$ cat config.mk
export PLATFORM = sky130hd
export DESIGN_NAME = mem_arbiter
export DESIGN_NICKNAME = d
export VERILOG_FILES = /design/src/rtl/mem_arbiter_pkg.sv /design/src/rtl/mem_lane_align.sv /design/src/rtl/mem_arbiter.sv
export SDC_FILE = /design/constraint.sdc
export NUM_CORES = 1
export LEC_CHECK = 0
export CORE_ASPECT_RATIO = 0.5
export CORE_MARGIN = 8
export CORE_UTILIZATION = 42
export CTS_CLUSTER_SIZE = 12
export DETAILED_ROUTE_END_ITERATION = 16
export PLACE_DENSITY = 0.79
export REMOVE_ABC_BUFFERS = 1
export SLEW_MARGIN = 15
export SYNTH_ARGS = -nofsm -noshare
export SYNTH_HDL_FRONTEND = slang
export SYNTH_SLANG_ARGS = --single-unit
$ cat constraint.sdc
create_clock -name clk -period 2.3 [get_ports clk]
set_clock_uncertainty 0.05 [all_clocks]
set_input_delay 0.46 -clock clk [delete_from_list [all_inputs] [get_ports clk]]
set_output_delay 0.46 -clock clk [all_outputs]
set_load 0.02 [all_outputs]
$ cat src/rtl/mem_arbiter_pkg.sv
// Shared types and helpers for the data-memory arbiter.
// Size encodings follow the eBPF BPF_SIZE field.
package mem_arbiter_pkg;

    localparam logic [1:0] SZ_W  = 2'b00;
    localparam logic [1:0] SZ_H  = 2'b01;
    localparam logic [1:0] SZ_B  = 2'b10;
    localparam logic [1:0] SZ_DW = 2'b11;

    typedef enum logic [1:0] {
        IDLE   = 2'd0,
        ACCESS = 2'd1,
        RESP   = 2'd2
    } state_t;

    // Ones covering the access width, right-aligned.
    function automatic logic [63:0] size_mask(input logic [1:0] size);
        logic [63:0] m;
        case (size)
            SZ_B:    m = 64'h0000_0000_0000_00FF;
            SZ_H:    m = 64'h0000_0000_0000_FFFF;
            SZ_W:    m = 64'h0000_0000_FFFF_FFFF;
            default: m = 64'hFFFF_FFFF_FFFF_FFFF;
        endcase
        return m;
    endfunction

    // Natural alignment: offset must be a multiple of the access width.
    function automatic logic is_aligned(input logic [1:0] size,
                                        input logic [2:0] offset);
        logic ok;
        case (size)
            SZ_DW:   ok = (offset == 3'd0);
            SZ_W:    ok = (offset[1:0] == 2'd0);
            SZ_H:    ok = !offset[0];
            default: ok = 1'b1;
        endcase
        return ok;
    endfunction

endpackage

$ cat src/rtl/mem_lane_align.sv
// Little-endian byte-lane extract for loads and
// read-merge-write word construction for stores.
module mem_lane_align
    import mem_arbiter_pkg::*;
(
    input  logic [63:0] i_word,
    input  logic [63:0] i_wdata,
    input  logic [1:0]  i_size,
    input  logic [2:0]  i_offset,
    output logic [63:0] o_load_val,
    output logic [63:0] o_merged_word
);

    logic [5:0]  w_shift;
    logic [63:0] w_mask;
    logic [63:0] w_lane_mask;

    // Shift lanes by offset bytes; DW replaces the whole word.
    always_comb begin
        w_shift     = {i_offset, 3'b000};
        w_mask      = size_mask(i_size);
        w_lane_mask = w_mask << w_shift;
        o_load_val  = (i_word >> w_shift) & w_mask;
        if (i_size == SZ_DW) begin
            o_merged_word = i_wdata;
        end else begin
            o_merged_word = (i_word & ~w_lane_mask)
                          | ((i_wdata & w_mask) << w_shift);
        end
    end

endmodule

$ cat src/rtl/mem_arbiter.sv
// Round-robin arbiter sharing the 64-bit data memory between
// the eBPF load/store unit (r0) and the host loader port (r1).
module mem_arbiter
    import mem_arbiter_pkg::*;
#(
    parameter int DATA_SIZE    = 64,
    parameter int ADDRESS_SIZE = 12
) (
    input  logic                      clk,
    input  logic                      rst,

    input  logic                      r0_req,
    input  logic                      r0_we,
    input  logic [1:0]                r0_size,
    input  logic [ADDRESS_SIZE+2:0]   r0_addr,
    input  logic [DATA_SIZE-1:0]      r0_wdata,
    output logic                      r0_ack,
    output logic [DATA_SIZE-1:0]      r0_rdata,
    output logic                      r0_err,

    input  logic                      r1_req,
    input  logic                      r1_we,
    input  logic [1:0]                r1_size,
    input  logic [ADDRESS_SIZE+2:0]   r1_addr,
    input  logic [DATA_SIZE-1:0]      r1_wdata,
    output logic                      r1_ack,
    output logic [DATA_SIZE-1:0]      r1_rdata,
    output logic                      r1_err,

    output logic [ADDRESS_SIZE-1:0]   mem_address,
    output logic [DATA_SIZE-1:0]      mem_data_in,
    input  logic [DATA_SIZE-1:0]      mem_data_out,
    output logic                      mem_write_enable
);

    state_t                    r_state;
    logic                      r_rr_last;
    logic                      r_gid;
    logic                      r_we;
    logic [1:0]                r_size;
    logic [ADDRESS_SIZE+2:0]   r_addr;
    logic [DATA_SIZE-1:0]      r_wdata;
    logic [DATA_SIZE-1:0]      r_rdata;
    logic                      r_err;
    logic                      r_ack0;
    logic                      r_ack1;

    logic [2:0]                w_offset;
    logic                      w_aligned;
    logic                      w_gnt1;
    logic [DATA_SIZE-1:0]      w_load_val;
    logic [DATA_SIZE-1:0]      w_merged;

    assign w_offset  = r_addr[2:0];
    assign w_aligned = is_aligned(r_size, w_offset);

    // r1 wins alone, or on a tie when r0 was served last.
    assign w_gnt1 = r1_req && (!r0_req || !r_rr_last);

    mem_lane_align u_align (
        .i_word        (mem_data_out),
        .i_wdata       (r_wdata),
        .i_size        (r_size),
        .i_offset      (w_offset),
        .o_load_val    (w_load_val),
        .o_merged_word (w_merged)
    );

    assign mem_address      = r_addr[ADDRESS_SIZE+2:3];
    assign mem_data_in      = w_merged;
    assign mem_write_enable = (r_state == ACCESS) && r_we
                            && w_aligned && !rst;

    assign r0_ack   = r_ack0;
    assign r1_ack   = r_ack1;
    assign r0_rdata = r_ack0 ? r_rdata : '0;
    assign r1_rdata = r_ack1 ? r_rdata : '0;
    assign r0_err   = r_ack0 & r_err;
    assign r1_err   = r_ack1 & r_err;

    // Grant, access and respond; one transaction per three cycles.
    always_ff @(posedge clk) begin
        if (rst) begin
            r_state   <= IDLE;
            r_rr_last <= 1'b1;
            r_gid     <= 1'b0;
            r_we      <= 1'b0;
            r_size    <= 2'b00;
            r_addr    <= '0;
            r_wdata   <= '0;
            r_rdata   <= '0;
            r_err     <= 1'b0;
            r_ack0    <= 1'b0;
            r_ack1    <= 1'b0;
        end else begin
            r_ack0 <= 1'b0;
            r_ack1 <= 1'b0;
            unique case (r_state)
                IDLE: begin
                    if (r0_req || r1_req) begin
                        r_gid   <= w_gnt1;
                        r_we    <= w_gnt1 ? r1_we    : r0_we;
                        r_size  <= w_gnt1 ? r1_size  : r0_size;
                        r_addr  <= w_gnt1 ? r1_addr  : r0_addr;
                        r_wdata <= w_gnt1 ? r1_wdata : r0_wdata;
                        r_state <= ACCESS;
                    end
                end
                ACCESS: begin
                    r_err     <= !w_aligned;
                    r_rdata   <= (w_aligned && !r_we) ? w_load_val : '0;
                    r_ack0    <= !r_gid;
                    r_ack1    <= r_gid;
                    r_rr_last <= r_gid;
                    r_state   <= RESP;
                end
                RESP: begin
                    r_rdata <= '0;
                    r_err   <= 1'b0;
                    r_state <= IDLE;
                end
                default: r_state <= IDLE;
            endcase
        end
    end

endmodule

==> flow_summary_export.csv <==
group,metric,value,unit
status,outcome,"complete, but fails checks",
status,failed_checks,"negative setup slack",
worst_setup_path,startpoint_type,"register",
die,rows,44,
pwr,power_frac_seq,24.3,%
yosys,syn_area,12100,µm²
yosys,number_of_flops_mapped_to_enable_cells_by_yosys,0,
cells_and_area,fill_cells,2074,
drt,antenna_left,0,
yosys,netlist.top_cell.by_area,"sky130_fd_sc_hd__dfxtp_1",
clock_tree,ctsRootBufferMaster,"sky130_fd_sc_hd__clkbuf_16",
drt,top_metal_used,"met4",
die,die_h,136,µm
yosys,post_synth_inst_count,1470,
worst_setup_path,worst-setup-path-type,"reg -> out",
worst_setup_path,critical_path_required,1.79,ns
clock_tree,clk_pin_slew,0.07,ns
global_routing,number_of_global_route_vias_before_repair,14100,
sta,maxSlewViolCount,0,
min_path,timing.hold.worst_endpoint,"r_rr_last$_SDFFE_PP1N_",
die,ios,441,
placed_design,gpl.final_weighted_congestion,0.998,
pwr,combPwrFrac,54.4,%
worst_setup_path,worstPathBufferInverterCount,5,
cells_and_area,syn2layout_area_growth,74.4,%
sta,fin_crit_sh,130,%
global_routing,groute.usage.overall,32.6,%
cells_and_area,multi_input_area,9230,µm²
drt,dr_wl_met3,7370,µm
drt,drt-wirelength-per-cell,24.8,µm
worst_setup_path,category_of_cells_accounting_for_the_largest_share_of_critical_path_delay,"compound AO/OA/AOI/OAI gates",
placed_design,place_inst,2460,
yosys,postSynth.topFlopCell,"sky130_fd_sc_hd__dfxtp_1",
sta,worstMarginPinSlew,0.451,ns
sta,grt_setup_unrepaired,"yes",
placed_design,place.port_buffers,440,
clock_tree,clock-sinks,153,
min_path,timing.hold.worst.class,"in -> reg",
drt,met2WireLength,28900,µm
pwr,vdd_ir_drop_max,0.665,mV
worst_setup_path,largest_fanout_on_the_critical_path,7,
clock_tree,tritoncts,"yes",
worst_setup_path,worst_stage_delay_on_the_critical_path,0.40,ns
die,die-area,34900,µm²
worst_setup_path,timing.rr.end,"r_rdata[4]$_SDFFE_PP0P_",
yosys,yosysWarnings,0,
sta,finalSetupViolations,65,
min_path,worstHoldPathCells,3,
cells_and_area,final_cell_count_no_fill,2549,
pwr,power.density_cell_area,623,nW/µm²
die,core_area,28700,µm²
yosys,synth.yosys.seq_area_share,25.3,%
pwr,power.static_leakage,9.42,nW
clock_tree,cts.htree.levels,4,
drt,drt_pre_antenna_iters,8,
global_routing,grt_max_degree,84,
worst_setup_path,slowest_stage,"sky130_fd_sc_hd__dfxtp_4",
cells_and_area,ff_latch_area,3080,µm²
yosys,synth.lib_cells_used.distinct,67,
yosys,netlist.area_leader.share,25.3,%
yosys,synthTopCellsByArea,"sky130_fd_sc_hd__dfxtp_1 (25%), sky130_fd_sc_hd__mux2i_1 (14%), sky130_fd_sc_hd__and2_1 (7.2%)",
yosys,ys_seq_elements,153,
worst_setup_path,arrival,2.47,ns
job,max_cap_violations,0,
pwr,cell_internal_pwr,8.00,mW
clock_tree,clock_buffer_depth,2,
placed_design,pre_cts_ws,-0.808,ns
die,die_w,256,µm
yosys,yosysMostFrequentCell,"sky130_fd_sc_hd__mux2i_1",
drt,detail_route.vias_per_cell,6.01,
cells_and_area,design.final.nets,2383,
yosys,synth_top_cells_by_count,"sky130_fd_sc_hd__mux2i_1 (167), sky130_fd_sc_hd__dfxtp_1 (153), sky130_fd_sc_hd__and2_1 (139)",
cells_and_area,drive_gt1_share,32.1,%
global_routing,grt_antenna_before_repair,4,
sta,final.min_clock_period,2.98,ns
pwr,p_sw,5.18,mW
drt,routed-via-count,15300,
sta,tns,-34.53,ns
drt,routedLengthMet1,24800,µm
global_routing,wire_length_of_the_first_global_routing_pass,88100,µm
pwr,power.share.switching,39.3,%
drt,drcViolationCount,0,
sta,timing.final.hold_violations,0,
worst_setup_path,setup.reg_to_reg.worst_slack,0.08,ns
pwr,p_clk_share,21.3,%
worst_setup_path,worst_setup_path_end_kind,"output port",
min_path,min-delay-start,"rst",
worst_setup_path,worst_r2r_startpoint,"r_addr[0]$_SDFFE_PP0P_",
sta,slew_headroom,69.6,%
worst_setup_path,worst-r2r-cell-count,9,
drt,routed_wl,63100,µm
die,initial_core_util,42.3,%
placed_design,place.detailed.hpwl,47400,µm
sta,timing.fmax,0.335,GHz
yosys,postSynthAreaPerCell,8.25,µm²
clock_tree,cts-buffers-inserted,17,
drt,dr.first_iter.drc_count,2156,
sta,final.setup.worst_slack,-0.682,ns
clock_tree,clock_latency,0.46,ns
worst_setup_path,timing.critical_path.cells,"buf_8, buf_12, buf_12, buf_6, mux2i_4, o31ai_1, o221a_4, o22a_1, buf_6",
global_routing,global_route.overflow_total,0,
yosys,proportion_of_synthesized_flip_flops_having_asynchronous_set_or_reset,0,%
metrics by stage:
| stage | instance area, µm² | hold slack, ns | power (mW) | utilization, % |
|---|---|---|---|---|
| detailed placement | 18800 | 0.417 | 9.09 | 65.7 |
| global placement | 18800 | 0.400 | 9.04 | 65.7 |
| global route | 21200 | 0.317 | 13.5 | 73.7 |
| CTS | 20300 | 0.297 | 12.5 | 70.7 |
| floorplan | 11400 | 0.372 | 6.02 | - |
| finish | 21200 | 0.317 | 13.2 | 73.7 |
registers in the layout, indices dropped and copies added (netlist names):
signal / count
r_gid: 1
r_we: 1
r_wdata: 64
r_addr: 15
r1_ack: 1
r0_ack: 1
r_err: 1
r_rdata: 64
r_state: 2
r_rr_last: 1
r_size: 2
worst reg2reg max path, stage by stage, from the launching register on:
cell	delay, ns
sky130_fd_sc_hd__dfxtp_4	0.44
sky130_fd_sc_hd__buf_8	0.15
sky130_fd_sc_hd__buf_12	0.10
sky130_fd_sc_hd__buf_12	0.11
sky130_fd_sc_hd__buf_6	0.12
sky130_fd_sc_hd__buf_4	0.12
sky130_fd_sc_hd__buf_4	0.10
sky130_fd_sc_hd__mux4_2	0.55
sky130_fd_sc_hd__mux2i_1	0.27
sky130_fd_sc_hd__o21ai_0	0.11
layout make-up:
class,count,area share (%)
multi-input cells,1144,43.6
repair buffers,808,36.5
flip-flops and latches,153,14.6
well taps,391,2.31
clock buffers,20,2.11
clock inverters,12,0.550
inverters,17,0.302
diodes,4,0.0473
layout by cell type, fill, tap and decap left out, types with 22 or more instances in the layout:
cell type,netlist,final
sky130_fd_sc_hd__buf_4,20,294
sky130_fd_sc_hd__clkdlybuf4s50_1,0,244
sky130_fd_sc_hd__mux2i_1,167,165
sky130_fd_sc_hd__dfxtp_1,153,146
sky130_fd_sc_hd__and2_1,139,137
sky130_fd_sc_hd__nor2_1,112,106
sky130_fd_sc_hd__buf_6,5,106
sky130_fd_sc_hd__dlygate4sd2_1,0,105
sky130_fd_sc_hd__a211oi_1,83,83
sky130_fd_sc_hd__nand2_1,82,79
sky130_fd_sc_hd__a21oi_1,89,57
sky130_fd_sc_hd__o21ai_0,75,44
sky130_fd_sc_hd__nand2b_1,32,28
sky130_fd_sc_hd__dlymetal6s2s_1,0,25
sky130_fd_sc_hd__mux2_2,32,24
sky130_fd_sc_hd__a21oi_2,0,23
sky130_fd_sc_hd__buf_12,0,23
sky130_fd_sc_hd__nand3b_1,22,22
worst max-delay path by stage:
stage,start,end,cells after the start
final,r_addr[0]$_SDFFE_PP0P_,mem_data_in[47],9
after CTS,r_size[0]$_SDFFE_PP0P_,mem_data_in[43],10
after floorplan,r_addr[0]$_SDFFE_PP0P_,mem_data_in[16],4
after detailed placement,r_size[0]$_SDFFE_PP0P_,mem_data_in[39],9
after global routing,r_addr[0]$_SDFFE_PP0P_,mem_data_in[41],7
after global placement,r_size[0]$_SDFFE_PP0P_,mem_data_in[39],9
power by group through the flow:
| stage | registers [mW] | clock network [mW] | logic, mW |
|---|---|---|---|
| 6_report | 3.20 | 2.81 | 7.17 |
| 5_1_grt | 3.21 | 2.93 | 7.40 |
| 4_1_cts | 3.17 | 2.83 | 6.46 |
| 3_5_place_dp | 3.22 | 0 | 5.86 |
| 3_3_place_gp | 3.22 | 0 | 5.82 |
| 2_1_floorplan | 3.34 | 0 | 2.68 |
cells by family after synthesis:
kind of cell               count (synthesis)  share of synthesized area [%]
and+or+nand+nor                          471                           21.0
AOI/OAI and AO/OA                        441                           25.3
muxes                                    222                           20.7
buffers and inverters                    173                           6.75
DFF                                      153                           25.3
adders and majority gates                 10                           1.03
layer usage:
metal  up-vias  GRT usage [%]
met5         -              0
met4         0           11.2
met3       174           9.36
met2      1060           52.0
met1      7309           42.2
li1       6779              -
what timing repair did:
action,in CTS,in global routing
pin swaps,66,81
gates resized for setup,618,154
gates cloned,0,2
setup buffers,28,34
hold buffers,0,0
endpoints found under the setup margin,206,98
No activity file was read; power rests on OpenSTA's default activity.
